<file path="config.mk">
export PLATFORM = sky130hd
export DESIGN_NAME = wb_b3_burst_master_flat
export DESIGN_NICKNAME = d
export VERILOG_FILES = /design/src/rtl/wb_b3_pkg.sv /design/src/rtl/wb_b3_burst_master_if.sv /design/src/rtl/wb_b3_rdfifo.sv /design/src/rtl/wb_b3_burst_master.sv /design/src/flat_wrapper.sv
export SDC_FILE = /design/constraint.sdc
export NUM_CORES = 1
export LEC_CHECK = 0
export BUFFER_PORTS_ARGS = -buffer_cell sky130_fd_sc_hd__buf_2
export CORE_AREA = 5 5 119 93
export CTS_CLUSTER_SIZE = 10
export DETAILED_ROUTE_END_ITERATION = 10
export DIE_AREA = 0 0 124 98
export HOLD_SLACK_MARGIN = 0.03
export MAX_ROUTING_LAYER = met4
export PLACE_DENSITY = 0.84
export SLEW_MARGIN = 20
export SYNTH_ARGS = -nofsm -noshare
export SYNTH_HDL_FRONTEND = slang
export SYNTH_HIERARCHICAL = 1
export SYNTH_SLANG_ARGS = --single-unit
</file>
<file path="constraint.sdc">
create_clock -name wb_clk_i -period 7.3 [get_ports wb_clk_i]
set_clock_uncertainty 0.2 [all_clocks]
set_input_delay 1.095 -clock wb_clk_i [delete_from_list [all_inputs] [get_ports wb_clk_i]]
set_output_delay 1.095 -clock wb_clk_i [all_outputs]
set_load 0.1 [all_outputs]
</file>
<file path="src/rtl/wb_b3_pkg.sv">
// ---------------------------------------------------------------------------
// wb_b3_pkg
// Shared definitions for the Wishbone B3 burst master:
//   - CTI cycle-type codes (classic, constant, incrementing, end-of-burst)
//   - BTE burst-type codes (linear, wrap-4, wrap-8, wrap-16)
//   - FSM state encoding (IDLE, BURST, GAP)
//   - helpers for burst length and wrap-window mask
// ---------------------------------------------------------------------------
package wb_b3_pkg;

    localparam logic [2:0] CTI_CLASSIC = 3'b000;
    localparam logic [2:0] CTI_CONST   = 3'b001;
    localparam logic [2:0] CTI_INCR    = 3'b010;
    localparam logic [2:0] CTI_EOB     = 3'b111;

    localparam logic [1:0] BTE_LINEAR  = 2'b00;
    localparam logic [1:0] BTE_WRAP4   = 2'b01;
    localparam logic [1:0] BTE_WRAP8   = 2'b10;
    localparam logic [1:0] BTE_WRAP16  = 2'b11;

    typedef enum logic [1:0] {
        ST_IDLE  = 2'd0,
        ST_BURST = 2'd1,
        ST_GAP   = 2'd2
    } state_t;

    // Number of beats in a burst. Linear bursts use the configured length.
    function automatic logic [4:0] beat_count(input logic       single,
                                              input logic [1:0] bte,
                                              input logic [4:0] lin);
        logic [4:0] n;
        n = lin;
        if (single) begin
            n = 5'd1;
        end else begin
            case (bte)
                BTE_WRAP4:  n = 5'd4;
                BTE_WRAP8:  n = 5'd8;
                BTE_WRAP16: n = 5'd16;
                default:    n = lin;
            endcase
        end
        return n;
    endfunction

    // Word-address bits that wrap inside the burst window (0 for linear).
    function automatic logic [3:0] wrap_mask(input logic [1:0] bte);
        logic [3:0] m;
        case (bte)
            BTE_WRAP4:  m = 4'h3;
            BTE_WRAP8:  m = 4'h7;
            BTE_WRAP16: m = 4'hF;
            default:    m = 4'h0;
        endcase
        return m;
    endfunction

endpackage

</file>
<file path="src/rtl/wb_b3_burst_master_if.sv">
// ---------------------------------------------------------------------------
// wb_b3_burst_master_if
// Wishbone B3 master-side bus bundle.
//   master modport: drives adr/dat_o/sel/we/cyc/stb/cti/bte,
//                   receives dat_i/ack/err/rty
//   slave modport : the mirror image
// Parameters: aw (byte-address width), dw (data width, 32 only).
// ---------------------------------------------------------------------------
interface wb_b3_burst_master_if #(
    parameter int aw = 25,
    parameter int dw = 32
);
    logic [aw-1:0]   wbm_adr_o;
    logic [dw-1:0]   wbm_dat_o;
    logic [dw/8-1:0] wbm_sel_o;
    logic            wbm_we_o;
    logic            wbm_cyc_o;
    logic            wbm_stb_o;
    logic [2:0]      wbm_cti_o;
    logic [1:0]      wbm_bte_o;
    logic [dw-1:0]   wbm_dat_i;
    logic            wbm_ack_i;
    logic            wbm_err_i;
    logic            wbm_rty_i;

    modport master (
        output wbm_adr_o, wbm_dat_o, wbm_sel_o, wbm_we_o,
               wbm_cyc_o, wbm_stb_o, wbm_cti_o, wbm_bte_o,
        input  wbm_dat_i, wbm_ack_i, wbm_err_i, wbm_rty_i
    );

    modport slave (
        input  wbm_adr_o, wbm_dat_o, wbm_sel_o, wbm_we_o,
               wbm_cyc_o, wbm_stb_o, wbm_cti_o, wbm_bte_o,
        output wbm_dat_i, wbm_ack_i, wbm_err_i, wbm_rty_i
    );
endinterface

</file>
<file path="src/rtl/wb_b3_rdfifo.sv">
// ---------------------------------------------------------------------------
// wb_b3_rdfifo
// Two-entry read-data FIFO between the Wishbone bus and the read stream.
// Ports:
//   clk, rst        clock, synchronous active-high reset (empties FIFO)
//   i_push, i_din   write side (ignored when full)
//   i_pop           read side (ignored when empty)
//   o_dout          head entry
//   o_full, o_empty occupancy flags
// ---------------------------------------------------------------------------
module wb_b3_rdfifo #(
    parameter int width = 32
) (
    input  logic             clk,
    input  logic             rst,
    input  logic             i_push,
    input  logic [width-1:0] i_din,
    input  logic             i_pop,
    output logic [width-1:0] o_dout,
    output logic             o_full,
    output logic             o_empty
);
    logic [width-1:0] r_mem [0:1];
    logic             r_wp;
    logic             r_rp;
    logic [1:0]       r_cnt;
    logic             w_push;
    logic             w_pop;

    assign o_full  = (r_cnt == 2'd2);
    assign o_empty = (r_cnt == 2'd0);
    assign w_push  = i_push & ~o_full;
    assign w_pop   = i_pop & ~o_empty;
    assign o_dout  = r_mem[r_rp];

    // Storage carries no reset; only pointers and count are control.
    always_ff @(posedge clk) begin
        if (w_push) begin
            r_mem[r_wp] <= i_din;
        end
    end

    always_ff @(posedge clk) begin
        if (rst) begin
            r_wp  <= 1'b0;
            r_rp  <= 1'b0;
            r_cnt <= 2'd0;
        end else begin
            if (w_push) begin
                r_wp <= ~r_wp;
            end
            if (w_pop) begin
                r_rp <= ~r_rp;
            end
            // Simultaneous push and pop leaves the count unchanged.
            case ({w_push, w_pop})
                2'b10:   r_cnt <= r_cnt + 2'd1;
                2'b01:   r_cnt <= r_cnt - 2'd1;
                default: r_cnt <= r_cnt;
            endcase
        end
    end
endmodule

</file>
<file path="src/rtl/wb_b3_burst_master.sv">
// ---------------------------------------------------------------------------
// wb_b3_burst_master
// Wishbone B3 registered-feedback burst master. Accepts one burst request
// at a time and runs it as linear, wrap-4/8/16 or single classic cycle.
//
// Parameters: aw (byte-address width), dw (data width, 32 only),
//             lin_beats (beats in a linear burst, 2..16)
// Ports:
//   wb_clk_i, wb_rst_i            clock, synchronous active-high reset
//   req_*                         burst request (valid/ready)
//   wr_dat_i/wr_sel_i/wr_valid_i/wr_ready_o   write-data stream
//   rd_dat_o/rd_valid_o/rd_ready_i            read-data stream
//   done_o, err_o                 end-of-burst pulse and status
//   wbm                           Wishbone master bus (interface)
//
// Optional feature macro: WB_BURST_MASTER_ERR_EN
//   defined   -> wbm_err_i terminates the burst with done_o/err_o high
//   undefined -> wbm_err_i ignored, err_o tied low
// ---------------------------------------------------------------------------
module wb_b3_burst_master
    import wb_b3_pkg::*;
#(
    parameter int aw        = 25,
    parameter int dw        = 32,
    parameter int lin_beats = 4
) (
    input  logic            wb_clk_i,
    input  logic            wb_rst_i,

    input  logic            req_valid_i,
    output logic            req_ready_o,
    input  logic [aw-1:0]   req_adr_i,
    input  logic            req_we_i,
    input  logic [1:0]      req_bte_i,
    input  logic            req_single_i,

    input  logic [dw-1:0]   wr_dat_i,
    input  logic [dw/8-1:0] wr_sel_i,
    input  logic            wr_valid_i,
    output logic            wr_ready_o,

    output logic [dw-1:0]   rd_dat_o,
    output logic            rd_valid_o,
    input  logic            rd_ready_i,

    output logic            done_o,
    output logic            err_o,

    wb_b3_burst_master_if.master wbm
);
    localparam int         WA        = aw - 2;
    localparam logic [4:0] LIN_BEATS = 5'(lin_beats);

    state_t          r_state;
    state_t          w_state_nxt;

    logic [WA-1:0]   r_wadr;
    logic            r_we;
    logic [1:0]      r_bte;
    logic            r_single;
    logic [4:0]      r_beats;
    logic            r_done;
    logic            r_err;

    logic            w_in_burst;
    logic            w_last;
    logic            w_stb;
    logic            w_adv;
    logic            w_err;
    logic            w_load;
    logic            w_finish;
    logic [WA-1:0]   w_adr_inc;
    logic [WA-1:0]   w_mask;
    logic [WA-1:0]   w_adr_nxt;

    logic            w_fifo_full;
    logic            w_fifo_empty;
    logic            w_fifo_push;
    logic            w_fifo_pop;

    assign w_in_burst = (r_state == ST_BURST);
    assign w_last     = (r_beats == 5'd1);

    // Writes strobe only while source data is present; reads strobe only
    // while the FIFO has room, so every ack always has a place to land.
    assign w_stb = w_in_burst & (r_we ? wr_valid_i : ~w_fifo_full);

`ifdef WB_BURST_MASTER_ERR_EN
    assign w_err = w_stb & wbm.wbm_err_i;
`else
    assign w_err = 1'b0;
`endif

    // Retry is a wait state: the beat is re-presented, nothing advances.
    assign w_adv = w_stb & wbm.wbm_ack_i & ~wbm.wbm_rty_i & ~w_err;

    // Linear bursts step the whole word address; wrap bursts only the
    // low bits inside the window, leaving the upper bits untouched.
    assign w_adr_inc = r_wadr + WA'(1);
    assign w_mask    = WA'(wrap_mask(r_bte));
    assign w_adr_nxt = (r_bte == BTE_LINEAR) ? w_adr_inc
                     : ((r_wadr & ~w_mask) | (w_adr_inc & w_mask));

    always_ff @(posedge wb_clk_i) begin
        if (wb_rst_i) begin
            r_state <= ST_IDLE;
        end else begin
            r_state <= w_state_nxt;
        end
    end

    always_comb begin
        w_state_nxt = r_state;
        req_ready_o = 1'b0;
        w_load      = 1'b0;
        w_finish    = 1'b0;
        case (r_state)
            ST_IDLE: begin
                req_ready_o = 1'b1;
                if (req_valid_i) begin
                    w_load      = 1'b1;
                    w_state_nxt = ST_BURST;
                end
            end
            ST_BURST: begin
                if (w_err || (w_adv && w_last)) begin
                    w_finish    = 1'b1;
                    w_state_nxt = ST_GAP;
                end
            end
            // One dead cycle so the slave's combinational ack falls
            // before the next burst starts.
            ST_GAP: begin
                w_state_nxt = ST_IDLE;
            end
            default: begin
                w_state_nxt = ST_IDLE;
            end
        endcase
    end

    always_ff @(posedge wb_clk_i) begin
        if (wb_rst_i) begin
            r_wadr   <= '0;
            r_we     <= 1'b0;
            r_bte    <= BTE_LINEAR;
            r_single <= 1'b0;
            r_beats  <= 5'd0;
            r_done   <= 1'b0;
            r_err    <= 1'b0;
        end else begin
            r_done <= w_finish;
            r_err  <= w_finish & w_err;
            if (w_load) begin
                r_wadr   <= req_adr_i[aw-1:2];
                r_we     <= req_we_i;
                r_bte    <= req_bte_i;
                r_single <= req_single_i;
                r_beats  <= beat_count(req_single_i, req_bte_i, LIN_BEATS);
            end else if (w_adv) begin
                r_wadr  <= w_adr_nxt;
                r_beats <= r_beats - 5'd1;
            end
        end
    end

    assign w_fifo_push = w_adv & ~r_we;
    assign w_fifo_pop  = rd_valid_o & rd_ready_i;

    wb_b3_rdfifo #(
        .width (dw)
    ) u_rdfifo (
        .clk     (wb_clk_i),
        .rst     (wb_rst_i),
        .i_push  (w_fifo_push),
        .i_din   (wbm.wbm_dat_i),
        .i_pop   (w_fifo_pop),
        .o_dout  (rd_dat_o),
        .o_full  (w_fifo_full),
        .o_empty (w_fifo_empty)
    );

    assign rd_valid_o = ~w_fifo_empty;
    assign wr_ready_o = w_adv & r_we;
    assign done_o     = r_done;
`ifdef WB_BURST_MASTER_ERR_EN
    assign err_o      = r_err;
`else
    assign err_o      = 1'b0;
`endif

    assign wbm.wbm_cyc_o = w_in_burst;
    assign wbm.wbm_stb_o = w_stb;
    assign wbm.wbm_we_o  = w_in_burst & r_we;
    assign wbm.wbm_adr_o = {r_wadr, 2'b00};
    assign wbm.wbm_bte_o = r_bte;
    assign wbm.wbm_dat_o = wr_dat_i;
    assign wbm.wbm_sel_o = wr_sel_i;

    always_comb begin
        wbm.wbm_cti_o = CTI_CLASSIC;
        if (w_in_burst && !r_single) begin
            wbm.wbm_cti_o = w_last ? CTI_EOB : CTI_INCR;
        end
    end
endmodule

</file>
<file path="src/flat_wrapper.sv">
// flat-port wrapper written by rule: the top's interface ports become plain ports
module wb_b3_burst_master_flat import wb_b3_pkg::*;
#(
    parameter int aw        = 25,
    parameter int dw        = 32,
    parameter int lin_beats = 4
)
  (wb_clk_i, wb_rst_i, req_valid_i, req_ready_o, req_adr_i, req_we_i, req_bte_i, req_single_i, wr_dat_i, wr_sel_i, wr_valid_i, wr_ready_o, rd_dat_o, rd_valid_o, rd_ready_i, done_o, err_o, wbm_wbm_adr_o, wbm_wbm_dat_o, wbm_wbm_sel_o, wbm_wbm_we_o, wbm_wbm_cyc_o, wbm_wbm_stb_o, wbm_wbm_cti_o, wbm_wbm_bte_o, wbm_wbm_dat_i, wbm_wbm_ack_i, wbm_wbm_err_i, wbm_wbm_rty_i);
  wb_b3_burst_master_if #(.aw(aw), .dw(dw)) wbm_i ();
  input  logic wb_clk_i;
  input  logic wb_rst_i;
  input  logic req_valid_i;
  output logic req_ready_o;
  input  logic [aw-1:0] req_adr_i;
  input  logic req_we_i;
  input  logic [1:0] req_bte_i;
  input  logic req_single_i;
  input  logic [dw-1:0] wr_dat_i;
  input  logic [dw/8-1:0] wr_sel_i;
  input  logic wr_valid_i;
  output logic wr_ready_o;
  output logic [dw-1:0] rd_dat_o;
  output logic rd_valid_o;
  input  logic rd_ready_i;
  output logic done_o;
  output logic err_o;
  output wire logic [$bits(wbm_i.wbm_adr_o)-1:0] wbm_wbm_adr_o;
  output wire logic [$bits(wbm_i.wbm_dat_o)-1:0] wbm_wbm_dat_o;
  output wire logic [$bits(wbm_i.wbm_sel_o)-1:0] wbm_wbm_sel_o;
  output wire logic [$bits(wbm_i.wbm_we_o)-1:0] wbm_wbm_we_o;
  output wire logic [$bits(wbm_i.wbm_cyc_o)-1:0] wbm_wbm_cyc_o;
  output wire logic [$bits(wbm_i.wbm_stb_o)-1:0] wbm_wbm_stb_o;
  output wire logic [$bits(wbm_i.wbm_cti_o)-1:0] wbm_wbm_cti_o;
  output wire logic [$bits(wbm_i.wbm_bte_o)-1:0] wbm_wbm_bte_o;
  input wire logic [$bits(wbm_i.wbm_dat_i)-1:0] wbm_wbm_dat_i;
  input wire logic [$bits(wbm_i.wbm_ack_i)-1:0] wbm_wbm_ack_i;
  input wire logic [$bits(wbm_i.wbm_err_i)-1:0] wbm_wbm_err_i;
  input wire logic [$bits(wbm_i.wbm_rty_i)-1:0] wbm_wbm_rty_i;
  assign wbm_wbm_adr_o = wbm_i.wbm_adr_o;
  assign wbm_wbm_dat_o = wbm_i.wbm_dat_o;
  assign wbm_wbm_sel_o = wbm_i.wbm_sel_o;
  assign wbm_wbm_we_o = wbm_i.wbm_we_o;
  assign wbm_wbm_cyc_o = wbm_i.wbm_cyc_o;
  assign wbm_wbm_stb_o = wbm_i.wbm_stb_o;
  assign wbm_wbm_cti_o = wbm_i.wbm_cti_o;
  assign wbm_wbm_bte_o = wbm_i.wbm_bte_o;
  assign wbm_i.wbm_dat_i = wbm_wbm_dat_i;
  assign wbm_i.wbm_ack_i = wbm_wbm_ack_i;
  assign wbm_i.wbm_err_i = wbm_wbm_err_i;
  assign wbm_i.wbm_rty_i = wbm_wbm_rty_i;
  wb_b3_burst_master #(.aw(aw), .dw(dw), .lin_beats(lin_beats)) u_core (.wb_clk_i(wb_clk_i), .wb_rst_i(wb_rst_i), .req_valid_i(req_valid_i), .req_ready_o(req_ready_o), .req_adr_i(req_adr_i), .req_we_i(req_we_i), .req_bte_i(req_bte_i), .req_single_i(req_single_i), .wr_dat_i(wr_dat_i), .wr_sel_i(wr_sel_i), .wr_valid_i(wr_valid_i), .wr_ready_o(wr_ready_o), .rd_dat_o(rd_dat_o), .rd_valid_o(rd_valid_o), .rd_ready_i(rd_ready_i), .done_o(done_o), .err_o(err_o), .wbm(wbm_i));
endmodule
</file>
==> results of run 1 <==
==> report_power, final <==
| group | internal (mW) | switching, mW | total (mW) |
|---|---|---|---|
| sequential | 0.641 | 0.0204 | 0.662 |
| clock | 0.273 | 0.220 | 0.493 |
| combinational | 0.0535 | 0.194 | 0.248 |
| total | 0.968 | 0.435 | 1.40 |
==> synthesized netlist by cell type (2+ instances only) <==
master	instances
sky130_fd_sc_hd__mux2_2	15
sky130_fd_sc_hd__nand4_1	4
sky130_fd_sc_hd__clkbuf_1	8
sky130_fd_sc_hd__o41ai_1	3
sky130_fd_sc_hd__nand4b_1	2
sky130_fd_sc_hd__nand3_1	7
sky130_fd_sc_hd__or3_1	4
sky130_fd_sc_hd__nand2_1	37
sky130_fd_sc_hd__and2_2	3
sky130_fd_sc_hd__or2_1	2
sky130_fd_sc_hd__o21ai_1	2
sky130_fd_sc_hd__xor2_1	5
sky130_fd_sc_hd__o21ai_0	15
sky130_fd_sc_hd__nand2b_1	2
sky130_fd_sc_hd__buf_1	2
sky130_fd_sc_hd__a21boi_0	2
sky130_fd_sc_hd__a21oi_1	23
sky130_fd_sc_hd__and3_1	3
sky130_fd_sc_hd__xnor2_1	8
sky130_fd_sc_hd__a32o_1	2
sky130_fd_sc_hd__edfxtp_1	64
sky130_fd_sc_hd__buf_4	40
sky130_fd_sc_hd__nor2_1	38
sky130_fd_sc_hd__ha_1	4
sky130_fd_sc_hd__a211oi_1	10
sky130_fd_sc_hd__mux2_1	17
sky130_fd_sc_hd__o31ai_1	3
sky130_fd_sc_hd__dfxtp_1	40
sky130_fd_sc_hd__inv_1	8
sky130_fd_sc_hd__o311ai_0	3
sky130_fd_sc_hd__and2_1	2
sky130_fd_sc_hd__nor3_1	4
sky130_fd_sc_hd__a311oi_1	4
sky130_fd_sc_hd__buf_2	7
sky130_fd_sc_hd__o21a_1	4
sky130_fd_sc_hd__nor4_1	2
sky130_fd_sc_hd__nor3b_1	2
sky130_fd_sc_hd__and4_1	6
==> sequential cells by signal, indices dropped and copies added (netlist names), 2 cells and up, named ones only <==
signal	flops
u_core/u_rdfifo/r_cnt	2
u_core/r_beats	5
u_core/r_state	2
u_core/r_wadr	21
u_core/wbm.wbm_bte_o	2
u_core/u_rdfifo/r_mem	64
==> layout by cell type, fill, tap and decap left out, drive strengths merged, types with 12 or more instances in the layout <==
master  count
a21oi      23
inv        14
dfxtp      40
buf       137
mux2       32
a211oi     12
nor2       39
o21ai      17
nand2      37
edfxtp     64
==> kinds of logic after synthesis <==
family | after synthesis | synth area share (%)
fa+ha+maj | 4 | 1.009
buf+inv | 66 | 8.197
flops | 104 | 54.88
compound gates | 85 | 11.83
mux | 32 | 7.263
xor+xnor | 13 | 2.295
simple gates | 132 | 14.45
other cells | 1 | 0.07559
==> cell type report <==
cell class,count,share of cell area [%]
sequential,104,47.15
clock buffer,9,3.900
clock inverter,7,1.430
inverter,9,0.5850
tap,136,2.947
antenna,1,0.04334
multi-input combinational,269,31.85
timing repair buffer,137,12.09
==> layer usage <==
layer / up-vias / global-route usage, %
met4: 0 / 6.061
met5: - / -
met1: 1725 / 22.78
met2: 168 / 29.16
li1: 1744 / -
met3: 26 / 5.385
==> stage by stage <==
stage	hold WS, ns	setup WS (ns)	power, mW
2_1_floorplan	0.2501	2.831	0.9599
3_3_place_gp	0.2669	3.162	0.9165
3_5_place_dp	0.2771	3.146	0.9208
4_1_cts	0.2939	3.141	1.413
5_1_grt	0.3007	3.023	1.456
6_report	0.2896	3.122	1.403
==> worst reg2reg max path, cell delays in order, from the launching register on <==
cell and delay, ns:
sky130_fd_sc_hd__dfxtp_1 0.42, sky130_fd_sc_hd__nand2b_2 0.19, sky130_fd_sc_hd__inv_2 0.05, sky130_fd_sc_hd__nor2_1 0.19, sky130_fd_sc_hd__o21ai_1 0.24, sky130_fd_sc_hd__nor2_1 0.24
sky130_fd_sc_hd__inv_1 0.09, sky130_fd_sc_hd__or3_1 0.38, sky130_fd_sc_hd__inv_1 0.07, sky130_fd_sc_hd__buf_4 0.38
==> worst max-delay path by stage <==
stage	depth (start not counted)	start	slack, ns	end
floorplan	5	u_core/r_state[0]$_SDFFE_PP0P_	2.83	wbm_wbm_cti_o[2]
global placement	5	wbm_wbm_rty_i	3.16	wr_ready_o
detailed placement	5	wbm_wbm_rty_i	3.15	wr_ready_o
CTS	5	wbm_wbm_rty_i	3.14	wr_ready_o
global route	5	wbm_wbm_rty_i	3.02	wr_ready_o
finish	5	wbm_wbm_rty_i	3.12	wr_ready_o
==> reports/results.md, run 1 <==
| Item | Value |
| --- | --- |
| Top cell family by delay on the critical path | compound AO/OA/AOI/OAI gates |
| Slowest stage cell on the critical path | sky130_fd_sc_hd__a21oi_1 |
| Met3 layer wire length in the routed design | 1.005 mm |
| Share of synthesized area occupied by flip-flops and latches | 54.88% |
| Leakage power of the design | 2.218 nW |
| First DRT Iteration DRCs | 249 |
| Vias after detailed routing | 3,663 |
| Share of post-route cells with drive strength above 1 | 34.02% |
| Unrepaired setup endpoints after global routing | false |
| Yosys top cell area share | 38.74% |
| Largest voltage drop on the vdd net | 0.1721 mV |
| CP peak stage delay | 0.74 ns |
| Final cell count without fillers | 672 |
| Average wire per standard cell | 16.60 um |
| Area used by sequential logic in the layout | 2723 um^2 |
| Count of antenna-violating nets left after detailed routing | 0 |
| Hold Crit Depth | 1 |
| Filler Cell Count | 818 |
| Critical path required time | 6.00 ns |
| Count of standard-cell rows | 32 |
| Post-CTS Hold Buffers | 0 |
| I/O pin cnt | 211 |
| Post-CTS Repair Setup Buffers | 0 |
| Placed cell count | 655 |
| Final Cell Area | 5774 um^2 |
| Port-buffer cells | 132 |
| Total routing usage reported by global routing | 18.47% |
| Number of flops mapped to enable cells by yosys | 64 |
| Time the worst path needs with I/O delays and setup | 4.178 ns |
| Primary flip-flop cell chosen by synthesis mapping | sky130_fd_sc_hd__edfxtp_1 |
| First-pass detailed-route iteration total | 5 |
| Clock latency reported for the late side of the worst-skew pair | 0.34 ns |
| Crit path capture type | output pin |
| Ordered list of cells on the worst path | buf_2 > nand4bb_4 > a21oi_1 > and2_2 > buf_2 |
| Power density over the cells | 243.0 nW/um^2 |
| Max-Slew Margin vs Limit | 38.36% |
| Maximum capacitance violations | 0 |
| Met2 wire length | 5.226 mm |
| Final count of hold timing violations | 0 |
| Number of max-slew violations in the final report | 0 |
| Final-layout setup total negative slack | 0 ns |
| Arrival time at the worst endpoint | 2.88 ns |
| Outcome | finished clean |
| Hold worst-path end | u_core/r_wadr[22]$_SDFFE_PP0P_ |
| Horizontal extent of the die | 124 um |
| Cell taking the most area after synthesis | sky130_fd_sc_hd__edfxtp_1 |
| Total of endpoints with negative setup slack in the final report | 0 |
| Top cells by area, synth | sky130_fd_sc_hd__edfxtp_1 (39%), sky130_fd_sc_hd__dfxtp_1 (16%), sky130_fd_sc_hd__buf_4 (6.1%) |
| Share of synthesized registers carrying an async set or reset | 0% |
| Final Net Count | 639 |
| Top Metal Used | met4 |
| Worst R2R Start | u_core/u_rdfifo/r_cnt[0]$_SDFFE_PP0P_ |
| Core footprint | 9889 um^2 |
| Syn avg cell area | 11.35 um^2 |
| Least-Margin Pin Slew | 0.9247 ns |
| Cell type with the highest occurrence count on the critical path | sky130_fd_sc_hd__buf_2 |
| Final period util | 57.24% |
| DRT met1 WL | 4.686 mm |
| Netlist cell types | 68 |
| Deepest level of the CTS H-tree | 3 |
| Buffering stage count on the worst path with inverters included | 2 |
| Die Y | 98 um |
| CTS Buf Count | 9 |
| Wire length after detailed routing | 11.16 mm |
| Synthesized area | 4961 um^2 |
| R2r endpoint | u_core/u_rdfifo/r_mem[0][30]$_DFFE_PP_ |
| Remaining design rule violation count | 0 |
| Minimum setup slack among reg-to-reg paths | 4.50 ns |
| Via count of the first global-routing pass | 3,528 |
| Type of the worst setup path | primary input to output pin |
| Largest net degree at the start of global routing | 42 |
| DIE AREA | 12,150 um^2 |
| Root buffer selected by CTS | sky130_fd_sc_hd__clkbuf_16 |
| Number of gates resized after CTS | 0 |
| Detailed-placement wirelength estimate | 7.956 mm |
| CTS max path bufs | 2 |
| Via/cell ratio | 5.451 |
| TritonCTS clock tree | done |
| Area of the multi-input gates | 1839 um^2 |
| DP Area | 5464 um^2 |
| Crit Path Max Fanout | 11 |
| Reg2reg path depth | 9 |
| Total overflow reported by the global router | 0 |
| Clock-pin slew of the registers on the worst-case setup and hold paths | 0.07 ns |
| Wire length of the first global-routing pass | 17.31 mm |
| CP Launch Type | primary input |
| Worst min path class | register to register |
| Number of sinks driven by the clock tree | 104 |
| Hold path startpoint | u_core/r_wadr[22]$_SDFFE_PP0P_ |
| Util after Layout | 58.39% |
| Number of warnings reported in the yosys synthesis log | 6 |
| Flops & latches, synth | 104 |
| Gp weighted congestion | 0.8907 |
| Number of antenna violations at the first check in global routing | 1 |
| Peak clock frequency supported by timing | 0.2393 GHz |
| Area growth from synthesis to final layout | 16.39% |
| Post-Syn Instances | 437 |
| Starting Density | 50.16% |
(Power assumes the default switching activity.)
==> inputs of run 2 (changes only) <==
Settings changed: CORE_AREA 5 5 119 93 to 5 5 124 97, DIE_AREA 0 0 124 98 to 0 0 129 102, PLACE_DENSITY 0.84 to 0.78.
Clock period 7.3 ns to 4.21 ns, I/O delays scaled along.
==> run 2 against run 1 <==
Effect of this change: routed wire length increased by 4.6%; register-to-register slack worse by 3.0 ns; non-clock buffer count rose by 1; critical path type is now register to output pin; largest power group unchanged.
==> reports/results.md, run 2 (same netlist as run 1, synthesis figures left out) <==
| Item | Value | Change |
| --- | --- | --- |
| Outcome | finished clean |  |
| Commonest cells after routing, fill and taps aside | sky130_fd_sc_hd__buf_2 (132), sky130_fd_sc_hd__edfxtp_1 (64), sky130_fd_sc_hd__dfxtp_1 (40), sky130_fd_sc_hd__nor2_1 (38), sky130_fd_sc_hd__nand2_1 (37) |  |
| Clock-pin slew of the registers on the worst-case setup and hold paths | 0.07 ns | about the same |
| Clock latency reported for the late side of the worst-skew pair | 0.34 ns | about the same |
| Maximum capacitance violations | 0 | unchanged |
| Antenna diode count | 0 | -1 |
| Hold Crit Depth | 1 | unchanged |
| Leading cell type in the layout, fill and taps excluded | sky130_fd_sc_hd__buf_2 |  |
| Hold worst-path end | u_core/u_rdfifo/r_mem[1][31]$_DFFE_PP_ |  |
| Flip-flop count of the largest register, all copies and words added | 64 | unchanged |
| Crit path capture type | output pin |  |
| Peak clock frequency supported by timing | 0.3293 GHz |  |
| Wire length after detailed routing | 11.67 mm | +4.6% |
| Critical path required time | 3.38 ns | -2.62 ns |
| Starting Density | 46.57% | -3.6 points |
| Deepest level of the CTS H-tree | 3 | unchanged |
| CTS max path bufs | 2 | unchanged |
| Final count of hold timing violations | 0 | unchanged |
| Post-CTS Repair Setup Buffers | 0 | unchanged |
| Minimum setup slack among reg-to-reg paths | 1.47 ns | -3.03 ns |
| Via count of the first global-routing pass | 3,753 | +6.4% |
| First DRT Iteration DRCs | 229 | -8.0% |
| Final Net Count | 640 | +0.16% |
| Worst R2R Start | u_core/u_rdfifo/r_cnt[0]$_SDFFE_PP0P_ |  |
| Type of the worst setup path | register to output pin |  |
| Root buffer selected by CTS | sky130_fd_sc_hd__clkbuf_16 |  |
| Critical Path Source | u_core/u_rdfifo/r_cnt[0]$_SDFFE_PP0P_ |  |
| Number of antenna violations at the first check in global routing | 0 | -1 |
| Placed cell count | 660 | +0.76% |
| Worst min path class | primary input to register |  |
| Number of max-slew violations in the final report | 0 | unchanged |
| Final cell count without fillers | 675 | +0.45% |
| Port-buffer cells | 132 | unchanged |
| Final period util | 72.14% |  |
| DIE AREA | 13,160 um^2 | +8.3% |
| Slowest stage cell on the critical path | sky130_fd_sc_hd__dfxtp_1 |  |
| Hold path startpoint | wbm_wbm_dat_i[31] |  |
| Crit Path Max Fanout | 11 | unchanged |
| Total of endpoints with negative setup slack in the final report | 0 | unchanged |
| Leakage power of the design | 2.202 nW | -0.73% |
| Final-layout setup total negative slack | 0 ns | unchanged |
| Filler Cell Count | 956 | +17% |
| Wire length of the first global-routing pass | 18.75 mm | +8.3% |
| Count of standard-cell rows | 33 | +3.1% |
| CP peak stage delay | 0.43 ns | -0.31 ns |
| Total routing usage reported by global routing | 18.49% | about the same |
| Area growth from synthesis to final layout | 15.99% |  |
| R2r endpoint | u_core/u_rdfifo/r_mem[0][9]$_DFFE_PP_ |  |
| Average wire per standard cell | 17.28 um | +4.1% |
| Arrival time at the worst endpoint | 2.21 ns | -0.67 ns |
| Detailed-placement wirelength estimate | 8.367 mm | +5.2% |
| Ordered list of cells on the worst path | nand2b_2 > inv_2 > or2_4 > a21oi_1 > buf_4 > and2_2 > buf_2 |  |
| Total overflow reported by the global router | 0 | unchanged |
| Remaining design rule violation count | 0 | unchanged |
| CTS Buf Count | 9 | unchanged |
| Power density over the cells | 411.0 nW/um^2 | +69% |
| Least-Margin Pin Slew | 0.8084 ns | -0.1163 ns |
| Max-Slew Margin vs Limit | 46.11% | +7.8 points |
| Largest reg by FF count | u_core/u_rdfifo/r_mem |  |
| Via/cell ratio | 5.486 | +0.64% |
| Horizontal extent of the die | 129 um | +4.0% |
| Core footprint | 10,650 um^2 | +7.7% |
| TritonCTS clock tree | done |  |
| Share of post-route cells with drive strength above 1 | 34.21% | +0.19 points |
| Gp weighted congestion | 0.8824 | -0.93% |
| Registers with the most flip-flops | u_core/u_rdfifo/r_mem x64, u_core/r_wadr x21, u_core/r_beats x5 |  |
| Largest net degree at the start of global routing | 42 | unchanged |
| Count of antenna-violating nets left after detailed routing | 0 | unchanged |
| Number of gates resized after CTS | 0 | unchanged |
| CP Launch Type | register |  |
| Vias after detailed routing | 3,703 | +1.1% |
| Unrepaired setup endpoints after global routing | false |  |
| Die Y | 102 um | +4.1% |
| Reg2reg path depth | 9 | unchanged |
| First-pass detailed-route iteration total | 5 | unchanged |
| Post-CTS Hold Buffers | 0 | unchanged |
| Largest voltage drop on the vdd net | 0.3409 mV | +98% |
| Number of sinks driven by the clock tree | 104 | unchanged |
| I/O pin cnt | 211 | unchanged |
| Time the worst path needs with I/O delays and setup | 3.037 ns |  |
run 2: worst max-delay path by stage:
stage                                                   endpoint  slack, ns  cells after the start
after detailed placement  u_core/u_rdfifo/r_mem[0][14]$_DFFE_PP_       1.25                      8
after global routing                                  wr_ready_o       1.07                      7
after floorplan                                 wbm_wbm_cti_o[2]       0.20                      5
after CTS                                             wr_ready_o       1.16                      7
final                                                 wr_ready_o       1.17                      7
after global placement    u_core/u_rdfifo/r_mem[0][15]$_DFFE_PP_       1.27                      8
run 2: per-layer routing:
metal	part of all wire, %	vias up	global-route usage, %
li1	-	1748	-
met1	43	1719	23.32
met2	47	200	29.30
met3	8.9	36	4.545
met4	1.7	0	6.376
met5	0	-	-
run 2: cell type report:
type	count	area (um^2)	share of cell area, %
flip-flops and latches	104	2723	47.31
multi-input cells	269	1839	31.96
repair buffers	138	705.7	12.26
clock buffers	9	225.2	3.914
well taps	140	175.2	3.044
clock inverters	6	52.55	0.9132
inverters	9	33.78	0.5871
run 2: worst max-delay path: cells and delay by family, from the launching register on:
kind	cells	cell delay (ns)
buffers and inverters	3	0.67
flip-flops	1	0.43
AO/OA/AOI/OAI	1	0.17
AND/OR/NAND/NOR	3	0.58
run 2: metrics by stage:
stage / instance area (um^2) / hold slack [ns] / power (mW) / setup slack [ns] / utilization [%]
2_1_floorplan: 4969 / 0.2501 / 1.664 / 0.2045 / -
3_3_place_gp: 5477 / 0.2689 / 1.591 / 1.272 / 51.41
3_5_place_dp: 5477 / 0.2755 / 1.602 / 1.254 / 51.41
4_1_cts: 5754 / 0.2596 / 2.387 / 1.162 / 54.02
5_1_grt: 5754 / 0.2611 / 2.456 / 1.074 / 54.02
6_report: 5754 / 0.2763 / 2.365 / 1.173 / 54.02
run 2: where the power goes:
part | switching (mW) | internal (mW)
logic | 0.341 | 0.0935
clock network | 0.374 | 0.408
registers | 0.0354 | 1.11
==> inputs of run 3 (changes only) <==
Settings changed: CORE_AREA 5 5 124 97 to 5 5 131 102, DIE_AREA 0 0 129 102 to 0 0 136 107, PLACE_DENSITY 0.78 to 0.73.
Clock period 4.21 ns to 2.5 ns, I/O delays scaled along.
==> run 3 against run 2 <==
Effect of this change: first-iteration DRC count rose by 60%; critical path depth down 1; sequential share of layout area is 6.8 points lower; clock power grew 80%; die area up 11%; routed wire length up 13%; via count increased by 5.1%; highest routed layer unchanged; final area grew 17%; cell count increased by 9.9%; clock-buffer cell count stayed put; sequential power increased by 68%; worst hold slack lost 0.23 ns.
==> reports/results.md, run 3 (same netlist as run 1, synthesis figures left out) <==
| Item | Value | Change |
| --- | --- | --- |
| Detailed-placement wirelength estimate | 9.541 mm | +14% |
| Time the worst path needs with I/O delays and setup | 2.359 ns |  |
| Leakage power of the design | 2.562 nW | +16% |
| Deepest level of the CTS H-tree | 3 | unchanged |
| Crit path capture type | output pin |  |
| Horizontal extent of the die | 136 um | +5.4% |
| Antenna diode count | 0 | unchanged |
| First-pass detailed-route iteration total | 5 | unchanged |
| Filler Cell Count | 992 | +3.8% |
| Average wire per standard cell | 17.75 um | +2.7% |
| Type of the worst setup path | register to output pin |  |
| Starting Density | 41.50% | -5.1 points |
| CP Launch Type | register |  |
| Final cell count without fillers | 742 | +9.9% |
| CTS Buf Count | 9 | unchanged |
| Via count of the first global-routing pass | 3,850 | +2.6% |
| Maximum capacitance violations | 0 | unchanged |
| Worst min path class | primary input to register |  |
| Peak clock frequency supported by timing | 0.4239 GHz |  |
| Wire length of the first global-routing pass | 20.55 mm | +9.6% |
| Largest voltage drop on the vdd net | 0.3577 mV | +4.9% |
| Remaining design rule violation count | 0 | unchanged |
| I/O pin cnt | 211 | unchanged |
| Final count of hold timing violations | 0 | unchanged |
| Final period util | 94.35% |  |
| Power density over the cells | 618.9 nW/um^2 | +51% |
| TritonCTS clock tree | done |  |
| Total of endpoints with negative setup slack in the final report | 0 | unchanged |
| Registers with the most flip-flops | u_core/u_rdfifo/r_mem x64, u_core/r_wadr x21, u_core/r_beats x5 |  |
| Core footprint | 11,960 um^2 | +12% |
| Flip-flop count of the largest register, all copies and words added | 64 | unchanged |
| Leading cell type in the layout, fill and taps excluded | sky130_fd_sc_hd__buf_2 |  |
| Power consumption | 4.175 mW | +77% |
| Minimum setup slack among reg-to-reg paths | 0.21 ns | -1.26 ns |
| Arrival time at the worst endpoint | 1.78 ns | -0.43 ns |
| Largest reg by FF count | u_core/u_rdfifo/r_mem |  |
| Wire length after detailed routing | 13.17 mm | +13% |
| DIE AREA | 14,550 um^2 | +11% |
| Port-buffer cells | 132 | unchanged |
| Placed cell count | 695 | +5.3% |
| Crit Path Max Fanout | 5 | -6 |
| Area growth from synthesis to final layout | 35.99% |  |
| Least-Margin Pin Slew | 0.6926 ns | -0.1158 ns |
| Share of post-route cells with drive strength above 1 | 36.11% | +1.9 points |
| Via/cell ratio | 5.245 | -4.4% |
| Number of max-slew violations in the final report | 0 | unchanged |
| Total routing usage reported by global routing | 18.55% | +0.058 points |
| Gp weighted congestion | 0.9215 | +4.4% |
| First DRT Iteration DRCs | 366 | +60% |
| Vias after detailed routing | 3,892 | +5.1% |
| Number of antenna violations at the first check in global routing | 0 | unchanged |
| Number of sinks driven by the clock tree | 104 | unchanged |
| Die Y | 107 um | +4.9% |
| Unrepaired setup endpoints after global routing | true |  |
| Post-CTS Repair Setup Buffers | 0 | unchanged |
| Root buffer selected by CTS | sky130_fd_sc_hd__clkbuf_16 |  |
| Count of antenna-violating nets left after detailed routing | 0 | unchanged |
| Critical path required time | 1.92 ns | -1.46 ns |
| Clock latency reported for the late side of the worst-skew pair | 0.34 ns | about the same |
| Count of standard-cell rows | 35 | +6.1% |
| CTS max path bufs | 2 | unchanged |
| Total overflow reported by the global router | 0 | unchanged |
| Max-Slew Margin vs Limit | 53.83% | +7.7 points |
| Final Net Count | 680 | +6.3% |
| Commonest cells after routing, fill and taps aside | sky130_fd_sc_hd__buf_2 (97), sky130_fd_sc_hd__edfxtp_1 (64), sky130_fd_sc_hd__nor2_1 (37), sky130_fd_sc_hd__nand2_1 (37), sky130_fd_sc_hd__buf_12 (35) |  |
| Clock-pin slew of the registers on the worst-case setup and hold paths | 0.07 ns | about the same |
| Outcome | finished clean |  |
| Largest net degree at the start of global routing | 36 | -14% |
## run 3: worst paths after layout
path,startpoint,to,cells past startpoint
setup / recovery,u_core/r_state[0]$_SDFFE_PP0P_,wbm_wbm_cti_o[0],6
hold / removal,wbm_wbm_dat_i[20],u_core/u_rdfifo/r_mem[0][20]$_DFFE_PP_,1
setup reg to reg,u_core/u_rdfifo/r_cnt[1]$_SDFFE_PP0P_,u_core/u_rdfifo/r_mem[0][7]$_DFFE_PP_,9
hold reg to reg,u_core/r_wadr[22]$_SDFFE_PP0P_,u_core/r_wadr[22]$_SDFFE_PP0P_,1
## run 3: cell type report
type	count	area [um^2]	share of cell area, %
Clock buffer	9	225.2	3.338
Clock inverter	7	76.32	1.131
Inverter	9	41.29	0.6120
Multi-Input combinational cell	269	1851	27.43
Sequential cell	104	2736	40.56
Tap cell	166	207.7	3.079
Timing Repair Buffer	178	1609	23.85
## run 3: power by group
part | switching (mW) | internal, mW
registers | 0.0570 | 1.88
clock network | 0.689 | 0.717
logic | 0.601 | 0.236
total | 1.35 | 2.83
## run 3: what timing repair did
| item | 4_1_cts | 5_1_grt |
|---|---|---|
| setup endpoints to repair | 0 | 2 |
| hold buffers | 31 | 0 |
| hold endpoints to repair | 62 | 0 |
| gates resized for setup | 0 | 2 |
## run 3: worst max-delay path, stage by stage, from the launching register on
cell                         delay [ns]
sky130_fd_sc_hd__dfxtp_1           0.34
sky130_fd_sc_hd__buf_4             0.15
sky130_fd_sc_hd__nand2b_1          0.17
sky130_fd_sc_hd__clkinvlp_4        0.14
sky130_fd_sc_hd__nand4b_1          0.18
sky130_fd_sc_hd__nor2_4            0.13
sky130_fd_sc_hd__clkbuf_4          0.33
## run 3: through the flow
stage                     cell area (um^2)   TNS, ns  setup WS (ns)  hold WS, ns  utilization [%]
after CTS                             6741         0        0.03249      0.03260            56.39
after floorplan                       5001   -0.1862        -0.1862       0.2441                -
after detailed placement              6130         0        0.09659       0.2728            51.27
final                                 6746         0         0.1412      0.04747            56.43
after global routing                  6746  -0.04275       -0.02138      0.03666            56.43
after global placement                6130         0         0.1318       0.2705            51.27
## run 3: routing by layer
metal	share of wire, %	vias up	GRT usage [%]
li1	-	1835	-
met1	42	1833	23.52
met2	49	175	29.61
met3	6.2	49	3.377
met4	2.7	0	7.266
met5	0	-	-
